### src/rtl/ysyx_23060184_lsu_pkg.sv
// Shared definitions for the LSU memory-access stage: widths, MemOp codes, FSM states, AXI responses.
// Optional misalign trap build: YSYX_23060184_LSU_MISALIGN_TRAP_EN.
package ysyx_23060184_lsu_pkg;

  localparam int unsigned DATA_WIDTH = 32;
  localparam int unsigned ADDR_WIDTH = 32;
  localparam int unsigned STRB_WIDTH = DATA_WIDTH / 8;
  localparam int unsigned MEMOP_WIDTH = 3;
  localparam int unsigned RESP_WIDTH = 2;

  localparam logic [MEMOP_WIDTH-1:0] MEMOP_B  = 3'b000;
  localparam logic [MEMOP_WIDTH-1:0] MEMOP_H  = 3'b001;
  localparam logic [MEMOP_WIDTH-1:0] MEMOP_W  = 3'b010;
  localparam logic [MEMOP_WIDTH-1:0] MEMOP_BU = 3'b100;
  localparam logic [MEMOP_WIDTH-1:0] MEMOP_HU = 3'b101;

  localparam logic [RESP_WIDTH-1:0] RESP_OKAY = 2'b00;

  typedef enum logic [2:0] {
    S_IDLE,
    S_RD_ADDR,
    S_RD_DATA,
    S_WR_REQ,
    S_WR_RESP,
    S_DONE
  } lsu_state_e;

  // True when the access is not naturally aligned for its size.
  function automatic logic is_misaligned(input logic [MEMOP_WIDTH-1:0] op, input logic [1:0] addr_lo);
    case (op)
      MEMOP_H, MEMOP_HU: is_misaligned = addr_lo[0];
      MEMOP_W:           is_misaligned = (addr_lo != 2'b00);
      default:           is_misaligned = 1'b0;
    endcase
  endfunction

endpackage

### src/rtl/ysyx_23060184_lsu_align.sv
// Byte-lane helper: store strobe/data replication and load byte/halfword extraction with extension.
module ysyx_23060184_LSU_Align
  import ysyx_23060184_lsu_pkg::*;
(
  input  logic [MEMOP_WIDTH-1:0] i_op,
  input  logic [1:0]             i_addr_lo,
  input  logic [DATA_WIDTH-1:0]  i_store_data,
  input  logic [DATA_WIDTH-1:0]  i_rdata,
  output logic [STRB_WIDTH-1:0]  o_wstrb,
  output logic [DATA_WIDTH-1:0]  o_wdata,
  output logic [DATA_WIDTH-1:0]  o_load_data
);

  logic [7:0]  w_byte;
  logic [15:0] w_half;

  // Store side: size comes from op[1:0]; unsigned variants never reach a store.
  always_comb begin
    o_wstrb = 4'b1111;
    o_wdata = i_store_data;
    case (i_op[1:0])
      2'b00: begin
        o_wstrb = 4'b0001 << i_addr_lo;
        o_wdata = {4{i_store_data[7:0]}};
      end
      2'b01: begin
        o_wstrb = 4'b0011 << {i_addr_lo[1], 1'b0};
        o_wdata = {2{i_store_data[15:0]}};
      end
      default: begin
        o_wstrb = 4'b1111;
        o_wdata = i_store_data;
      end
    endcase
  end

  always_comb begin
    w_byte = i_rdata[7:0];
    case (i_addr_lo)
      2'b00:   w_byte = i_rdata[7:0];
      2'b01:   w_byte = i_rdata[15:8];
      2'b10:   w_byte = i_rdata[23:16];
      default: w_byte = i_rdata[31:24];
    endcase
    w_half = i_addr_lo[1] ? i_rdata[31:16] : i_rdata[15:0];
  end

  always_comb begin
    o_load_data = i_rdata;
    case (i_op)
      MEMOP_B:  o_load_data = {{24{w_byte[7]}}, w_byte};
      MEMOP_BU: o_load_data = {24'h0, w_byte};
      MEMOP_H:  o_load_data = {{16{w_half[15]}}, w_half};
      MEMOP_HU: o_load_data = {16'h0, w_half};
      default:  o_load_data = i_rdata;
    endcase
  end

endmodule

### src/rtl/ysyx_23060184_lsu.sv
// LSU memory-access stage: one AXI4-Lite load/store per instruction, pass-through for ALU results.
// Define YSYX_23060184_LSU_MISALIGN_TRAP_EN to fault misaligned h/hu/w accesses without a bus transaction.
module ysyx_23060184_lsu
  import ysyx_23060184_lsu_pkg::*;
(
  input  logic                   clk,
  input  logic                   rst,
  input  logic                   Evalid,
  output logic                   Mready,
  input  logic [DATA_WIDTH-1:0]  ALUResultE,
  input  logic [DATA_WIDTH-1:0]  WriteDataE,
  input  logic                   MemReadE,
  input  logic                   MemWriteE,
  input  logic [MEMOP_WIDTH-1:0] MemOpE,
  output logic                   Mvalid,
  input  logic                   Wready,
  output logic [DATA_WIDTH-1:0]  ALUResultM,
  output logic [DATA_WIDTH-1:0]  ReadDataM,
  output logic                   Mfault,
  output logic [ADDR_WIDTH-1:0]  araddr,
  output logic                   arvalid,
  input  logic                   arready,
  input  logic [DATA_WIDTH-1:0]  rdata,
  input  logic [RESP_WIDTH-1:0]  rresp,
  input  logic                   rvalid,
  output logic                   rready,
  output logic [ADDR_WIDTH-1:0]  awaddr,
  output logic                   awvalid,
  input  logic                   awready,
  output logic [DATA_WIDTH-1:0]  wdata,
  output logic [STRB_WIDTH-1:0]  wstrb,
  output logic                   wvalid,
  input  logic                   wready,
  input  logic [RESP_WIDTH-1:0]  bresp,
  input  logic                   bvalid,
  output logic                   bready
);

  lsu_state_e             r_state;
  logic [DATA_WIDTH-1:0]  r_alu_result;
  logic [DATA_WIDTH-1:0]  r_store_data;
  logic [MEMOP_WIDTH-1:0] r_op;
  logic [DATA_WIDTH-1:0]  r_read_data;
  logic                   r_mvalid;
  logic                   r_mfault;
  logic                   r_arvalid;
  logic                   r_rready;
  logic                   r_awvalid;
  logic                   r_wvalid;
  logic                   r_bready;

  logic                   w_accept;
  logic                   w_misalign;
  logic                   w_aw_done;
  logic                   w_w_done;
  logic [STRB_WIDTH-1:0]  w_wstrb;
  logic [DATA_WIDTH-1:0]  w_wdata;
  logic [DATA_WIDTH-1:0]  w_load_data;

  // Ready depends on Wready in DONE so a new instruction can enter as the old one leaves.
  assign Mready   = (r_state == S_IDLE) || ((r_state == S_DONE) && Wready);
  assign w_accept = Evalid && Mready;

`ifdef YSYX_23060184_LSU_MISALIGN_TRAP_EN
  assign w_misalign = (MemReadE || MemWriteE) && is_misaligned(MemOpE, ALUResultE[1:0]);
`else
  assign w_misalign = 1'b0;
`endif

  assign w_aw_done = !r_awvalid || awready;
  assign w_w_done  = !r_wvalid || wready;

  ysyx_23060184_LSU_Align u_align (
    .i_op         (r_op),
    .i_addr_lo    (r_alu_result[1:0]),
    .i_store_data (r_store_data),
    .i_rdata      (rdata),
    .o_wstrb      (w_wstrb),
    .o_wdata      (w_wdata),
    .o_load_data  (w_load_data)
  );

  // Bus address/data come straight from latched registers, so they hold with their valids.
  assign araddr     = {r_alu_result[ADDR_WIDTH-1:2], 2'b00};
  assign awaddr     = {r_alu_result[ADDR_WIDTH-1:2], 2'b00};
  assign wdata      = w_wdata;
  assign wstrb      = w_wstrb;
  assign arvalid    = r_arvalid;
  assign rready     = r_rready;
  assign awvalid    = r_awvalid;
  assign wvalid     = r_wvalid;
  assign bready     = r_bready;
  assign Mvalid     = r_mvalid;
  assign Mfault     = r_mfault;
  assign ALUResultM = r_alu_result;
  assign ReadDataM  = r_read_data;

  always_ff @(posedge clk or posedge rst) begin
    if (rst) begin
      r_state      <= S_IDLE;
      r_alu_result <= '0;
      r_store_data <= '0;
      r_op         <= '0;
      r_read_data  <= '0;
      r_mvalid     <= 1'b0;
      r_mfault     <= 1'b0;
      r_arvalid    <= 1'b0;
      r_rready     <= 1'b0;
      r_awvalid    <= 1'b0;
      r_wvalid     <= 1'b0;
      r_bready     <= 1'b0;
    end else begin
      case (r_state)
        S_IDLE, S_DONE: begin
          if ((r_state == S_DONE) && Wready) begin
            r_state  <= S_IDLE;
            r_mvalid <= 1'b0;
            r_mfault <= 1'b0;
          end
          if (w_accept) begin
            r_alu_result <= ALUResultE;
            r_store_data <= WriteDataE;
            r_op         <= MemOpE;
            r_mfault     <= 1'b0;
            if (w_misalign) begin
              r_state  <= S_DONE;
              r_mvalid <= 1'b1;
              r_mfault <= 1'b1;
            end else if (MemReadE) begin
              r_state   <= S_RD_ADDR;
              r_mvalid  <= 1'b0;
              r_arvalid <= 1'b1;
            end else if (MemWriteE) begin
              r_state   <= S_WR_REQ;
              r_mvalid  <= 1'b0;
              r_awvalid <= 1'b1;
              r_wvalid  <= 1'b1;
            end else begin
              r_state  <= S_DONE;
              r_mvalid <= 1'b1;
            end
          end
        end
        S_RD_ADDR: begin
          if (arready) begin
            r_arvalid <= 1'b0;
            r_rready  <= 1'b1;
            r_state   <= S_RD_DATA;
          end
        end
        S_RD_DATA: begin
          if (rvalid) begin
            r_rready    <= 1'b0;
            r_read_data <= w_load_data;
            r_mfault    <= (rresp != RESP_OKAY);
            r_mvalid    <= 1'b1;
            r_state     <= S_DONE;
          end
        end
        S_WR_REQ: begin
          // The two write channels retire independently; move on once both have.
          if (awready) r_awvalid <= 1'b0;
          if (wready)  r_wvalid  <= 1'b0;
          if (w_aw_done && w_w_done) begin
            r_bready <= 1'b1;
            r_state  <= S_WR_RESP;
          end
        end
        S_WR_RESP: begin
          if (bvalid) begin
            r_bready <= 1'b0;
            r_mfault <= (bresp != RESP_OKAY);
            r_mvalid <= 1'b1;
            r_state  <= S_DONE;
          end
        end
        default: r_state <= S_IDLE;
      endcase
    end
  end

endmodule

### config.mk
export PLATFORM = sky130hd
export DESIGN_NAME = ysyx_23060184_lsu
export DESIGN_NICKNAME = d
export VERILOG_FILES = /design/src/rtl/ysyx_23060184_lsu_pkg.sv /design/src/rtl/ysyx_23060184_lsu_align.sv /design/src/rtl/ysyx_23060184_lsu.sv
export SDC_FILE = /design/constraint.sdc
export NUM_CORES = 1
export LEC_CHECK = 0
export ABC_AREA = 1
export CAP_MARGIN = 5
export CORE_MARGIN = 4
export CORE_UTILIZATION = 37
export CTS_CLUSTER_SIZE = 10
export DETAILED_ROUTE_END_ITERATION = 6
export MAX_ROUTING_LAYER = met4
export PLACE_DENSITY = 0.82
export SLEW_MARGIN = 20
export SYNTH_ARGS = -nofsm -noshare
export SYNTH_HDL_FRONTEND = slang
export SYNTH_HIERARCHICAL = 1
export SYNTH_SLANG_ARGS = --single-unit
export TNS_END_PERCENT = 50
### constraint.sdc
create_clock -name clk -period 3.88 [get_ports clk]
set_input_delay 0.582 -clock clk [delete_from_list [all_inputs] [get_ports clk]]
set_output_delay 0.582 -clock clk [all_outputs]
set_load 0.01 [all_outputs]
==> results_dict.tcl <==
set metrics [dict create \
    synthDistinctLibCells 28 \
    ys_seq_elements 109 \
    hold_class "reg -> reg" \
    netlist_instances 819 \
    max_freq_ghz 0.332 \
    ys_seq_area_frac 0.442 \
    status "finished, final reports clean" \
    netlist.area_leader.share 0.442 \
    max_slew_margin 0.450 \
    antenna_left 0 \
    tightest_slew_ns 0.825 \
    nNetsFinal 1130 \
    drive_above_1_share 0.0618 \
    synthTopCellsByCount "nand2_1, dfrtp_1, buf_4" \
    clk_pin_slew_ns 0.07 \
    hold_slack_ns 0.472 \
    rsz0062_at_grt "no" \
    crit_type "reg -> out" \
    power_mw 7.50 \
    gp_congestion 0.930 \
    clockBufferDepth 2 \
    cts_tree "built" \
    period_needed_ns 3.02 \
    ctsResizeCount 0 \
    path_max_fanout 37 \
    hold_viol 0 \
    async_reset_ff_frac 1.00 \
    clkLatencyLatePin_ns 0.35 \
    cts.sinks 109 \
    p_leak_nw 4.40 \
    first_pass_iters 5 \
    path_cells "nor2_8, nand2_1, nand3_1, clkdlybuf4s50_1" \
    start_util 0.383 \
    postCtsSetupBuffers 0 \
    routedWlPerCell_um 15.4 \
    drt_wl_total_um 19100 \
    die_h_um 137 \
    root_buffer "clkbuf_16" \
    cp_data_required_time_ns 3.30 \
    core_mm2 0.0161 \
    finClkSkew_ns 0.0125 \
    antenna_found_initial 1 \
    synth_edf_count 0 \
    rows 46 \
    die_w_um 137 \
    grt_start_max_net_pins 67 \
    ctsHoldBuffers 0 \
    die-area_mm2 0.0188 \
    drv_slew 0 \
    synth_top_area_cell "dfrtp_1" \
    cp.arrival_ns 2.43 \
    power_density_mw_per_mm2 851 \
    dr.first_iter.drc_count 357 \
    h-tree-depth 3 \
    peakVddDrop_v 0.000432 \
    synthFlopType "dfrtp_1" \
    nFillCells 1519 \
    synthTopCellsByArea "dfrtp_1, nand2_1, buf_4" \
    slowest_delay_ns 0.71 \
    drc 0 \
    cts_inserted_buffers 9 \
    ys_warn_count 6 \
    vias_per_cell 4.67 \
    grt_pass1_wl_um 29100 \
    max_cap_viol_count 0 \
    syn_area_mm2 0.00618 \
    area_delta_synth_final_pct 42.6 \
    fin_crit_sh 0.777 \
    critPathCaptureType "output pin" \
    setup_viol 0 \
    io_pins 286 \
    grt_overflow 0 \
    synth_most_common_cell "nand2_1" \
    syn_avg_cell_area_um2 7.54 \
    worst_setup_path_start_kind "flop" \
    track_usage 0.202 \
    hpwl_um 14500 \
    grt_pass1_vias 5724 \
    port_buffers 281 \
    cp_slowest_cell "dfrtp_2" \
    num_vias 5782 \
    tns_ns 0 \
]
==> power breakdown <==
group,total [mW],internal (mW),switching [mW],leakage [nW]
combinational,4.37,2.22,2.16,2.90
sequential,2.25,1.67,0.583,1.36
clock,0.874,0.455,0.418,0.136
total,7.50,4.34,3.16,4.40
==> layer usage <==
layer,track usage,vias up,routed length (µm)
li1,-,2829,-
met1,0.265,2696,8070
met2,0.320,225,9230
met3,0.0248,32,1180
met4,0.0804,0,604
met5,-,-,0
==> path summary, 6_finish.rpt <==
| check | start | to | slack [ns] | cells after the start |
|---|---|---|---|---|
| worst max-delay path | r_op[1] | wstrb[2] | 0.86 | 4 |
| worst min-delay path | ReadDataM[14] | ReadDataM[14] | 0.47 | 2 |
| worst max register to register | r_op[1] | ReadDataM[8] | 1.73 | 7 |
| worst min register to register | ReadDataM[14] | ReadDataM[14] | 0.47 | 2 |
| max in group asynchronous | rst | ReadDataM[4] | 2.37 | 3 |
| min in group asynchronous | rst | ALUResultM[14] | 0.69 | 2 |
==> cells by family after synthesis <==
group,after synthesis,share of synthesized area
AND/OR/NAND/NOR,537,0.376
AO/OA/AOI/OAI,28,0.0280
flip-flops,109,0.442
other,1,0.000607
buffers and inverters,144,0.154
==> area by class of cell <==
class / count / area [µm²] / area share
clock inverters: 4 / 31.3 / 0.00355
clock buffers: 11 / 243 / 0.0276
inverters: 39 / 151 / 0.0172
multi-input cells: 569 / 2520 / 0.286
repair buffers: 288 / 2870 / 0.325
diodes: 1 / 2.50 / 0.000284
well taps: 216 / 270 / 0.0307
flip-flops and latches: 109 / 2730 / 0.310
==> worst max-delay path, delay by kind of cell, from the launching register on <==
kind,cells,cell delay (ns)
AND/OR/NAND/NOR,3,0.78
buffers and inverters,1,0.59
flip-flops,1,0.71
==> flip-flops by register name, summed over array words and instances, names as in the netlist <==
register and count:
ReadDataM 32, r_state 3, awvalid 1, rready 1, arvalid 1, Mfault 1, Mvalid 1, r_op 3
wvalid 1, bready 1, r_store_data 32, ALUResultM 32
==> through the flow <==
| step | instances | worst slack, ns | instance area, µm² | util |
|---|---|---|---|---|
| 2_1_floorplan | 822 | 0.424 | 6190 | - |
| 3_3_place_gp | 1221 | 1.23 | 8530 | 0.529 |
| 3_5_place_dp | 1221 | 1.22 | 8530 | 0.529 |
| 4_1_cts | 1236 | 0.832 | 8810 | 0.546 |
| 5_1_grt | 1237 | 0.747 | 8810 | 0.547 |
| 6_report | 1237 | 0.865 | 8810 | 0.547 |
==> placed cells by master (no fill, tap or decap), types with 2 or more instances in the layout <==
| cell | instances |
|---|---|
| inv_4 | 2 |
| nand2_2 | 4 |
| clkdlybuf4s50_1 | 281 |
| o22ai_1 | 7 |
| nand2_1 | 445 |
| conb_1 | 4 |
| nand2_4 | 5 |
| nor2_4 | 7 |
| o211ai_1 | 7 |
| inv_1 | 33 |
| inv_6 | 2 |
| nor2_8 | 2 |
| nand3_1 | 42 |
| nor2_1 | 14 |
| dfrtp_1 | 108 |
| nand3_4 | 2 |
| clkbuf_16 | 9 |
| o21ai_0 | 8 |
| buf_4 | 7 |
| a21oi_1 | 5 |
| inv_2 | 4 |
| nand3_2 | 12 |
No activity file was read; power rests on OpenSTA's default activity.
